--- src/rtl/crt_timing_gen.sv ---
// rtl/crt_timing_gen.sv - parametrised CRT/VGA raster timing generator
//
// Divides the system clock down to a pixel-rate enable and scans a raster of
// H_TOTAL x V_TOTAL positions, producing syncs, coordinates and strobes.
//
// Ports:
//   Clock        system clock
//   Reset        synchronous reset, active-high
//   hsync/vsync  sync outputs, active level H_POL / V_POL
//   xpos/ypos    current raster position (CW bits)
//   video_on     high inside the visible window
//   pix_tick     one-clock pixel-rate enable
//   line_start   one-clock pulse when xpos becomes 0
//   frame_start  one-clock pulse when (xpos,ypos) becomes (0,0)
//   frame_count  8-bit frame counter, present only with CRT_FRAME_COUNTER_EN
//
// Optional feature macro: CRT_FRAME_COUNTER_EN

module crt_timing_gen #(
    parameter int H_VISIBLE = 640,
    parameter int H_FRONT   = 16,
    parameter int H_SYNC    = 96,
    parameter int H_BACK    = 48,
    parameter int V_VISIBLE = 480,
    parameter int V_FRONT   = 10,
    parameter int V_SYNC    = 2,
    parameter int V_BACK    = 33,
    parameter int SYS_MHZ   = 100,
    parameter int PIX_MHZ   = 25,
    parameter int H_POL     = 0,
    parameter int V_POL     = 0,
    parameter int CW        = 10
) (
    input  logic          Clock,
    input  logic          Reset,
    output logic          hsync,
    output logic          vsync,
    output logic [CW-1:0] xpos,
    output logic [CW-1:0] ypos,
    output logic          video_on,
    output logic          pix_tick,
    output logic          line_start,
    output logic          frame_start
`ifdef CRT_FRAME_COUNTER_EN
    ,
    output logic [7:0]    frame_count
`endif
);

    localparam int H_TOTAL   = H_VISIBLE + H_FRONT + H_SYNC + H_BACK;
    localparam int V_TOTAL   = V_VISIBLE + V_FRONT + V_SYNC + V_BACK;
    localparam int DIV       = SYS_MHZ / PIX_MHZ;
    localparam int DW        = (DIV > 1) ? $clog2(DIV) : 1;
    localparam int MAX_TOTAL = (H_TOTAL > V_TOTAL) ? H_TOTAL : V_TOTAL;
    localparam logic HP      = (H_POL != 0);
    localparam logic VP      = (V_POL != 0);

    generate
        if (SYS_MHZ % PIX_MHZ != 0) begin : g_bad_ratio
            $error("crt_timing_gen: SYS_MHZ must be a multiple of PIX_MHZ");
        end
        if (DIV < 1) begin : g_bad_div
            $error("crt_timing_gen: SYS_MHZ/PIX_MHZ must be at least 1");
        end
        if ((longint'(1) << CW) < longint'(MAX_TOTAL)) begin : g_bad_cw
            $error("crt_timing_gen: CW too narrow for the raster totals");
        end
        if (H_BACK < 1 || V_BACK < 1) begin : g_bad_back
            $error("crt_timing_gen: back porches must be at least 1");
        end
    endgenerate

    logic [DW-1:0] dcnt;
    logic [DW-1:0] d_nxt;
    logic [CW-1:0] x_nxt;
    logic [CW-1:0] y_nxt;
    logic          hs_act;
    logic          vs_act;
    logic          vis_nxt;
    logic          at_line;
    logic          at_frame;

    // Registered pix_tick marks the cycle where dcnt==DIV-1; the counters
    // step on the edge that closes that cycle, and every flag is decoded
    // from the post-step values so all outputs land on the same edge.
    always_comb begin
        d_nxt = (dcnt == DW'(DIV - 1)) ? '0 : dcnt + 1'b1;
        x_nxt = xpos;
        y_nxt = ypos;
        if (pix_tick) begin
            if (xpos == CW'(H_TOTAL - 1)) begin
                x_nxt = '0;
                y_nxt = (ypos == CW'(V_TOTAL - 1)) ? '0 : ypos + 1'b1;
            end else begin
                x_nxt = xpos + 1'b1;
            end
        end
        hs_act   = (x_nxt >= CW'(H_VISIBLE + H_FRONT)) &&
                   (x_nxt <  CW'(H_VISIBLE + H_FRONT + H_SYNC));
        vs_act   = (y_nxt >= CW'(V_VISIBLE + V_FRONT)) &&
                   (y_nxt <  CW'(V_VISIBLE + V_FRONT + V_SYNC));
        vis_nxt  = (x_nxt < CW'(H_VISIBLE)) && (y_nxt < CW'(V_VISIBLE));
        at_line  = pix_tick && (x_nxt == '0);
        at_frame = at_line && (y_nxt == '0);
    end

    always_ff @(posedge Clock) begin
        if (Reset) begin
            dcnt        <= '0;
            pix_tick    <= 1'b0;
            xpos        <= CW'(H_TOTAL - 1);
            ypos        <= CW'(V_TOTAL - 1);
            hsync       <= ~HP;
            vsync       <= ~VP;
            video_on    <= 1'b0;
            line_start  <= 1'b0;
            frame_start <= 1'b0;
        end else begin
            dcnt        <= d_nxt;
            pix_tick    <= (d_nxt == DW'(DIV - 1));
            xpos        <= x_nxt;
            ypos        <= y_nxt;
            hsync       <= hs_act ~^ HP;
            vsync       <= vs_act ~^ VP;
            video_on    <= vis_nxt;
            line_start  <= at_line;
            frame_start <= at_frame;
        end
    end

`ifdef CRT_FRAME_COUNTER_EN
    always_ff @(posedge Clock) begin
        if (Reset) begin
            frame_count <= '0;
        end else if (at_frame) begin
            frame_count <= frame_count + 8'd1;
        end
    end
`endif

endmodule

--- config.mk ---
export PLATFORM = sky130hd
export DESIGN_NAME = crt_timing_gen
export DESIGN_NICKNAME = d
export VERILOG_FILES = /design/src/rtl/crt_timing_gen.sv
export SDC_FILE = /design/constraint.sdc
export NUM_CORES = 1
export LEC_CHECK = 0
export CAP_MARGIN = 15
export CORE_UTILIZATION = 53
export CTS_CLUSTER_SIZE = 8
export DETAILED_ROUTE_END_ITERATION = 10
export PLACE_DENSITY_LB_ADDON = 0.15
export SYNTH_ARGS = -nofsm -noshare
export SYNTH_HDL_FRONTEND = slang
export SYNTH_SLANG_ARGS = --single-unit
--- constraint.sdc ---
create_clock -name Clock -period 2.4 [get_ports Clock]
set_input_delay 0.48 -clock Clock [delete_from_list [all_inputs] [get_ports Clock]]
set_output_delay 0.48 -clock Clock [all_outputs]
set_load 0.02 [all_outputs]
; Yosys cells after proc, flatten, opt, wreduce, memory -nomap -nowiden
; Index checks and enable logic that the tools add are counted.
[totals]
regBits = 28
inputBits = 2
output_inout_bits = 26
[op_classes]
n_addsub = 3
n_lt_le_gt_ge = 6
n_eq_ne = 4
muxes = 6
n_bitwise = 2
n_reduce_logical = 7
[op_table]
columns = op, n
row1 = two-way mux 10 bit, 5
row2 = adder 10 x 1 -> 10 bit (second input constant), 2
row3 = == test 10 bit (second input constant), 2
row4 = logical NOT 10 bit, 2
row5 = less-than comparator 10 bit (second input constant), 2
row6 = less-than comparator 10 x 9 -> 1 bit (second input constant), 2
row7 = >= comparator 10 bit (second input constant), 1
row8 = >= comparator 10 x 9 -> 1 bit (second input constant), 1
row9 = logical AND 1 bit, 5
row10 = == test 2 bit (second input constant), 2
row11 = adder 2 x 1 -> 2 bit (second input constant), 1
row12 = two-way mux 2 bit, 1
row13 = NOT 1 bit, 2

; Logic depth before layout (Yosys ltp)
; Gate-level depths: netlist of the first run.
[depth]
ltp_word = 7
ltp_mapped = 9
ltp_nobuf = 7

; Worst setup path after synthesis of the first run
; No wires, ideal clock.
[synth_timing]
kind = register to register
start = reg xpos[0]
end = reg vsync
arrival_ns = 2.111
required_time_ns = 2.261
setup_slack_ns = 0.150
path_stages_with_launch = 9
n_path_buf = 1
synth_period_minus_slack_ns = 2.250
path_cell_list = dfxtp_1 -> ha_1 -> and4_4 -> and4_1 -> buf_6 -> nand3_4 -> or3_1 -> a211oi_2 -> nand4bb_1
[synth_via]
elab_chain_cells = 6
[synth_rtl]
columns = element, line_no
row1 = from (decl), 38  ; output logic [CW-1:0] xpos,
row2 = from (signal assigned), 111  ; xpos <= CW'(H_TOTAL - 1);
row3 = from (signal assigned), 121  ; xpos <= x_nxt;
row4 = == test 10 bit (*), 91  ; if (xpos == CW'(H_TOTAL - 1)) begin
row5 = two-way mux 10 bit (*), 91
row6 = two-way mux 10 bit (*), 90  ; if (pix_tick) begin
row7 = >= comparator 10 x 9 -> 1 bit or less-than comparator 10 x 9 -> 1 bit (tied branches), "100, 101"
row8 = logical AND 1 bit (*), 100  ; vs_act = (y_nxt >= CW'(V_VISIBLE + V_FRONT)) &&
row9 = NOT 1 bit (no source line) (*), -
row10 = to (signal assigned), 114  ; vsync <= ~VP;
row11 = to (signal assigned), 124  ; vsync <= vs_act ~^ VP;
row12 = to (decl), 37  ; output logic vsync,
; Mark *: on every way between the ends. The rest lies on a longest branch, timed or not.
; A chain may end at the register's enable or synchronous reset.

; Worst setup path after layout of the first run
[layout_timing]
start = reg xpos[1]
end = reg frame_start
[layout_via]
elab_chain_cells = 6
[layout_rtl]
columns = element, line_no
row1 = adder 10 x 1 -> 10 bit or == test 10 bit (tied branches), "95, 91"
row2 = two-way mux 10 bit, 91
row3 = two-way mux 10 bit, 90
row4 = logical NOT 10 bit, 103  ; at_line = pix_tick && (x_nxt == '0);
row5 = logical AND 1 bit, 103
row6 = logical AND 1 bit (*), 104  ; at_frame = at_line && (y_nxt == '0);
row7 = to (signal assigned), 127  ; frame_start <= at_frame;
row8 = to (decl), 43  ; output logic frame_start
; Marks and branches as above.

==> results_dict.tcl, run 1 <==
set metrics [dict create \
    run_status "finished clean" \
    clockRootBuffer "clkbuf_4" \
    slew_viol_final 0 \
    path_cells "ha_2 -> and3_1 -> nand4_1 -> nor2_1 -> xnor2_1 -> o2111a_1 -> and4_1" \
    rows 20 \
    fin_hold_ws_ns 0.4943 \
    fin_util 0.6730 \
    cap_violations 0 \
    slew_headroom 0.6755 \
    synthCells 200 \
    synth_area_per_cell_sq_um 8.577 \
    slowest_stage "dfxtp_2" \
    path_class "reg -> reg" \
    dp_hpwl_mm 3.131 \
    timing.rr.end "frame_start" \
    start_kind "flip-flop" \
    slowest_delay_ns 0.42 \
    grt-ovfl-total 0 \
    gp_congestion 0.9116 \
    grtUsageTotal 0.2515 \
    postPlaceCellArea_sq_um 1993 \
    dp_slack_ns 0.1509 \
    fin_ws_ns 0.2165 \
    synthArstFlopShare 0 \
    hold_end "dcnt[0]" \
    hp-class "reg -> reg" \
    dp.cells 264 \
    clockBufferDepth 2 \
    antenna_found_initial 0 \
    drtPass1Iterations 4 \
    grt_max_degree 17 \
    num_vias 1645 \
    synth-seq-cells 28 \
    r2r_slack_ns 0.22 \
    ant_nets 0 \
    wl_per_cell_um 15.40 \
    layout_min_cycle_time_ns 2.183 \
    dominantRegCellSynth "dfxtp_1" \
    crit_fanout 7 \
    finalHoldViolCount 0 \
    synth_fp_nets 207 \
    synth_top_area_cell "dfxtp_1" \
    drt_iter0_drc 152 \
    tns_ns 0 \
    total_power_mw 1.084 \
    power_density_nw_per_um2 527.8 \
    yosys_warnings 0 \
    synth_edf_count 0 \
    initial_core_util 0.5619 \
    finalSetupViolations 0 \
    skew_ns 0.007196 \
    yosys-top-cells-area "dfxtp_1 (33%), and4_1 (5.1%), nor2_1 (4.6%)" \
    max-vdd-ir-drop_uv 274.7 \
    worst_ep_required_time_ns 2.68 \
    diodes 0 \
    synth_common_cells "dfxtp_1 (28), nor2_1 (21), a21oi_1 (11)" \
    drc 0 \
    grt_pass1_wl_mm 6.706 \
    grt_setup_unrepaired "no" \
    cts.sink_count 28 \
    synthToLayoutAreaGrowth_pct 19.77 \
    period_share 0.9098 \
    min_path_cells 1 \
    portBuffers 27 \
    end_kind "flip-flop" \
    ys_seq_area_frac 0.3268 \
    drt-total-wl_mm 4.128 \
    num-nets-final 232 \
    hp-start "dcnt[0]" \
    worst_pin_slew_ns 0.4860 \
    cp.arrival_ns 2.46 \
    core_sq_um 3053 \
    die-area_sq_um 3468 \
    ios 28 \
    grt_pass1_vias 1502 \
    fmax_mhz 458.0 \
    rr_startpoint "xpos[1]" \
    tritoncts "built" \
    htree_num_levels 1 \
    die_h_um 58.89 \
    fp.dieW_um 58.89 \
    cts_hold_buf 0 \
    yosysMostFrequentCell "dfxtp_1" \
    synth_cell_types 48 \
    rr_worst_depth 7 \
    clkTransAtPathRegs_ns 0.15 \
    clock_latency_ns 0.33 \
    p_leak_nw 0.7551 \
    syn-cell-area_sq_um 1715 \
    final_area_sq_um 2054 \
    vias_per_cell 6.138 \
    cts-buffers-inserted 3 \
    drive_gt1_frac 0.1116 \
    synth_top_area_frac 0.3268 \
    final_cells 268 \
]
==> where the power goes <==
group,switching (mW),internal (mW)
sequential,0.0367,0.486
combinational,0.139,0.114
clock,0.140,0.169
==> worst max path at each step <==
stage / start / to / slack [ns] / depth (start not counted)
4_1_cts: xpos[1] / frame_start / 0.12 / 8
5_1_grt: xpos[1] / video_on / 0.1 / 8
3_3_place_gp: xpos[1] / frame_start / 0.25 / 7
2_1_floorplan: xpos[0] / vsync / 0.15 / 8
6_report: xpos[1] / frame_start / 0.22 / 7
3_5_place_dp: xpos[1] / frame_start / 0.15 / 8
==> per-layer routing <==
layer | vias to the layer above | GRT usage | wire length (um)
li1 | 790 | - | -
met4 | 0 | 0.1224 | 96
met1 | 783 | 0.3166 | 1755
met5 | - | 0 | 0
met2 | 61 | 0.4237 | 2044
met3 | 11 | 0.03077 | 231
==> timing repair <==
| item | 4_1_cts | 5_1_grt |
|---|---|---|
| endpoints found under the setup margin | 0 | 3 |
| gates resized for setup | 0 | 3 |
| setup buffers | 0 | 0 |
==> critical path: cells and delay by family (launching register included) <==
family | cells | cell delay (ns)
AND/OR/NAND/NOR | 4 | 0.95
flip-flops | 1 | 0.42
AO/OA/AOI/OAI | 1 | 0.28
adder cells (fa/ha/maj) | 1 | 0.25
XOR/XNOR | 1 | 0.24
==> registers in the layout, indices dropped and copies added, names as in the netlist <==
signal,flops
xpos,10
line_start,1
ypos,10
dcnt,2
vsync,1
pix_tick,1
frame_start,1
video_on,1
hsync,1
==> final cells by class <==
cell class	count	area [sq um]
Sequential cell	28	561.8
Tap cell	44	55.05
Fill cell	268	998.5
Clock buffer	3	22.52
Inverter	7	26.28
Clock inverter	1	30.03
Timing Repair Buffer	36	337.8
Multi-Input combinational cell	149	1021
==> cells by family (layout without fill, tap and decap cells) <==
group | count (synthesis) | count (layout) | synth area share
AO/OA/AOI/OAI | 47 | 47 | 0.1918
XOR/XNOR | 9 | 9 | 0.04595
adder cells (fa/ha/maj) | 5 | 5 | 0.03647
buffers and inverters | 23 | 47 | 0.08242
flip-flops | 28 | 28 | 0.3268
AND/OR/NAND/NOR | 88 | 88 | 0.3166
==> placed cells by master (no fill, tap or decap), drive strengths merged, types with 8 or more instances in the layout <==
cell,n
dfxtp,28
clkdlybuf4s50,27
nor2,21
a21oi,11
and4,11
nand2,10
buf,9
nand3,8
(Power assumes the default switching activity.)
==> run 2, diff against run 1 <==
--- a/config.mk
+++ b/config.mk
@@ -5,8 +5,9 @@
 export SDC_FILE = /design/constraint.sdc
 export NUM_CORES = 1
 export LEC_CHECK = 0
+export ABC_AREA = 1
 export CAP_MARGIN = 15
-export CORE_UTILIZATION = 53
+export CORE_UTILIZATION = 52
 export CTS_CLUSTER_SIZE = 8
 export DETAILED_ROUTE_END_ITERATION = 10
 export PLACE_DENSITY_LB_ADDON = 0.15
==> results_dict.tcl, run 2 <==
set metrics [dict create \
    run_status "finished clean" \
    drive_gt1_frac 0.07473 \
    synth_fp_nets 258 \
    cp.depth 1 \
    dominantRegCellSynth "dfxtp_1" \
    synth-seq-cells 28 \
    synthCells 251 \
    grtUsageTotal 0.2596 \
    finalHoldViolCount 0 \
    syn-cell-area_sq_um 1638 \
    max-vdd-ir-drop_uv 387.2 \
    final_cell_mix "nand2_1 (75), inv_1 (37), nor2_1 (31)" \
    top_regs "xpos (10), ypos (10), dcnt (2)" \
    period_share 0.8955 \
    path_cells "clkdlybuf4s50_1" \
    setup.worst_path.end "pix_tick" \
    path_class "reg -> out" \
    hp-class "reg -> reg" \
    skew_ns 0.01633 \
    initial_core_util 0.5409 \
    fp.dieW_um 58.12 \
    antenna_found_initial 0 \
    cts_hold_buf 0 \
    synthArstFlopShare 0 \
    synth_top_area_frac 0.3422 \
    critPathBufInv 1 \
    grt_pass1_wl_mm 6.679 \
    cts_setup_buffers 0 \
    htree_num_levels 1 \
    die_h_um 58.12 \
    timing.rr.end "vsync" \
    end_kind "primary output" \
    tritoncts "built" \
    grt_pass1_vias 1454 \
    layout_commonest_cell "nand2_1" \
    power_density_nw_per_um2 560.4 \
    layout_min_cycle_time_ns 2.149 \
    fmax_mhz 465.3 \
    finalSetupViolations 0 \
    synth_top_area_cell "dfxtp_1" \
    yosys-top-cells-area "dfxtp_1 (34%), nand2_1 (17%), inv_1 (8.5%)" \
    vias_per_cell 5.120 \
    drtPass1Iterations 4 \
    p_leak_nw 1.008 \
    num_vias 1664 \
    cts_resized 0 \
    ant_nets 0 \
    total_power_mw 1.129 \
    yosys_warnings 0 \
    start_kind "flip-flop" \
    yosysMostFrequentCell "nand2_1" \
    crit_fanout 12 \
    hp-start "dcnt[0]" \
    drt_iter0_drc 118 \
    portBuffers 27 \
    grt_setup_unrepaired "no" \
    die-area_sq_um 3378 \
    synth_cell_types 29 \
    num-nets-final 289 \
    crit_family "buffers and inverters" \
    rr_worst_depth 10 \
    rows 20 \
    worst_pin_slew_ns 0.4263 \
    rr_startpoint "xpos[0]" \
    fillers 285 \
    clockBufferDepth 2 \
    ios 28 \
    slowest_delay_ns 0.71 \
    slowest_stage "clkdlybuf4s50_1" \
    diodes 0 \
    grt-ovfl-total 0 \
    clkTransAtPathRegs_ns 0.16 \
    drc 0 \
    tns_ns 0 \
    drt-total-wl_mm 3.920 \
    multi_input_area_sq_um 910.9 \
    grt_max_degree 17 \
    core_sq_um 3028 \
    ys_seq_area_frac 0.3422 \
    dp_hpwl_mm 3.034 \
    synth_area_per_cell_sq_um 6.525 \
    cts.sink_count 28 \
    min_path_cells 1 \
    wl_per_cell_um 12.06 \
    gp_congestion 0.8835 \
    clock_latency_ns 0.34 \
    cp.arrival_ns 1.67 \
    synth_common_cells "nand2_1 (75), inv_1 (37), nor2_1 (31)" \
    r2r_slack_ns 0.39 \
    cap_violations 0 \
    regArea_sq_um 560.5 \
    worst_ep_required_time_ns 1.92 \
    cts-buffers-inserted 3 \
    synthToLayoutAreaGrowth_pct 22.99 \
    synth_edf_count 0 \
    slew_headroom 0.7154 \
    crit_start "pix_tick" \
    clockRootBuffer "clkbuf_4" \
    slew_viol_final 0 \
]
==> run 2: cell count changes after synthesis, moves of 5 or more <==
cell,change
nor2_1,+10
a21oi_1,-9
nand2_1,+65
and4_1,-10
xnor2_1,-5
buf_2,-5
inv_1,+30
nand3_1,+19
==> run 2: cell families after synthesis <==
| kind of cell | share of synthesized area |
|---|---|
| buffers and inverters | 0.1016 |
| and+or+nand+nor | 0.4668 |
| DFF | 0.3422 |
| adders and majority gates | 0.03820 |
| AOI/OAI and AO/OA | 0.02980 |
| xor gates and xnor gates | 0.02139 |
==> run 2: per-layer routing <==
metal  track usage  wire length, um
met1        0.3743             1897
met2        0.3859             1733
met3       0.05134              231
met4       0.08844               58
met5             0                0
==> run 2: worst min-delay path by stage <==
| stage | slack, ns | endpoint |
|---|---|---|
| after floorplan | 0.42 | dcnt[0] |
| after global placement | 0.44 | dcnt[0] |
| after detailed placement | 0.44 | dcnt[0] |
| after CTS | 0.47 | dcnt[0] |
| after global routing | 0.50 | dcnt[0] |
| final | 0.46 | dcnt[0] |
==> run 2: stage by stage <==
step	cells	setup WS, ns	hold slack [ns]	util	instance area, sq um
2_1_floorplan	251	0.5443	0.4214	-	1638
3_3_place_gp	321	0.5157	0.4362	0.6479	1962
3_5_place_dp	321	0.4392	0.4446	0.6479	1962
4_1_cts	325	0.2432	0.4660	0.6653	2014
5_1_grt	325	0.1732	0.5015	0.6653	2014
6_report	325	0.2507	0.4593	0.6653	2014
==> run 2: layout make-up <==
type / count / share of cell area
Multi-Input combinational cell: 181 / 0.4522
Sequential cell: 28 / 0.2783
Timing Repair Buffer: 30 / 0.1453
Inverter: 38 / 0.07081
Tap cell: 44 / 0.02733
Clock inverter: 1 / 0.01491
Clock buffer: 3 / 0.01118
==> run 2: power by group <==
part,switching (mW),internal (mW),leakage [nW]
sequential,0.0322,0.488,0.227
combinational,0.184,0.111,0.753
clock,0.145,0.169,0.0279
total,0.361,0.768,1.01
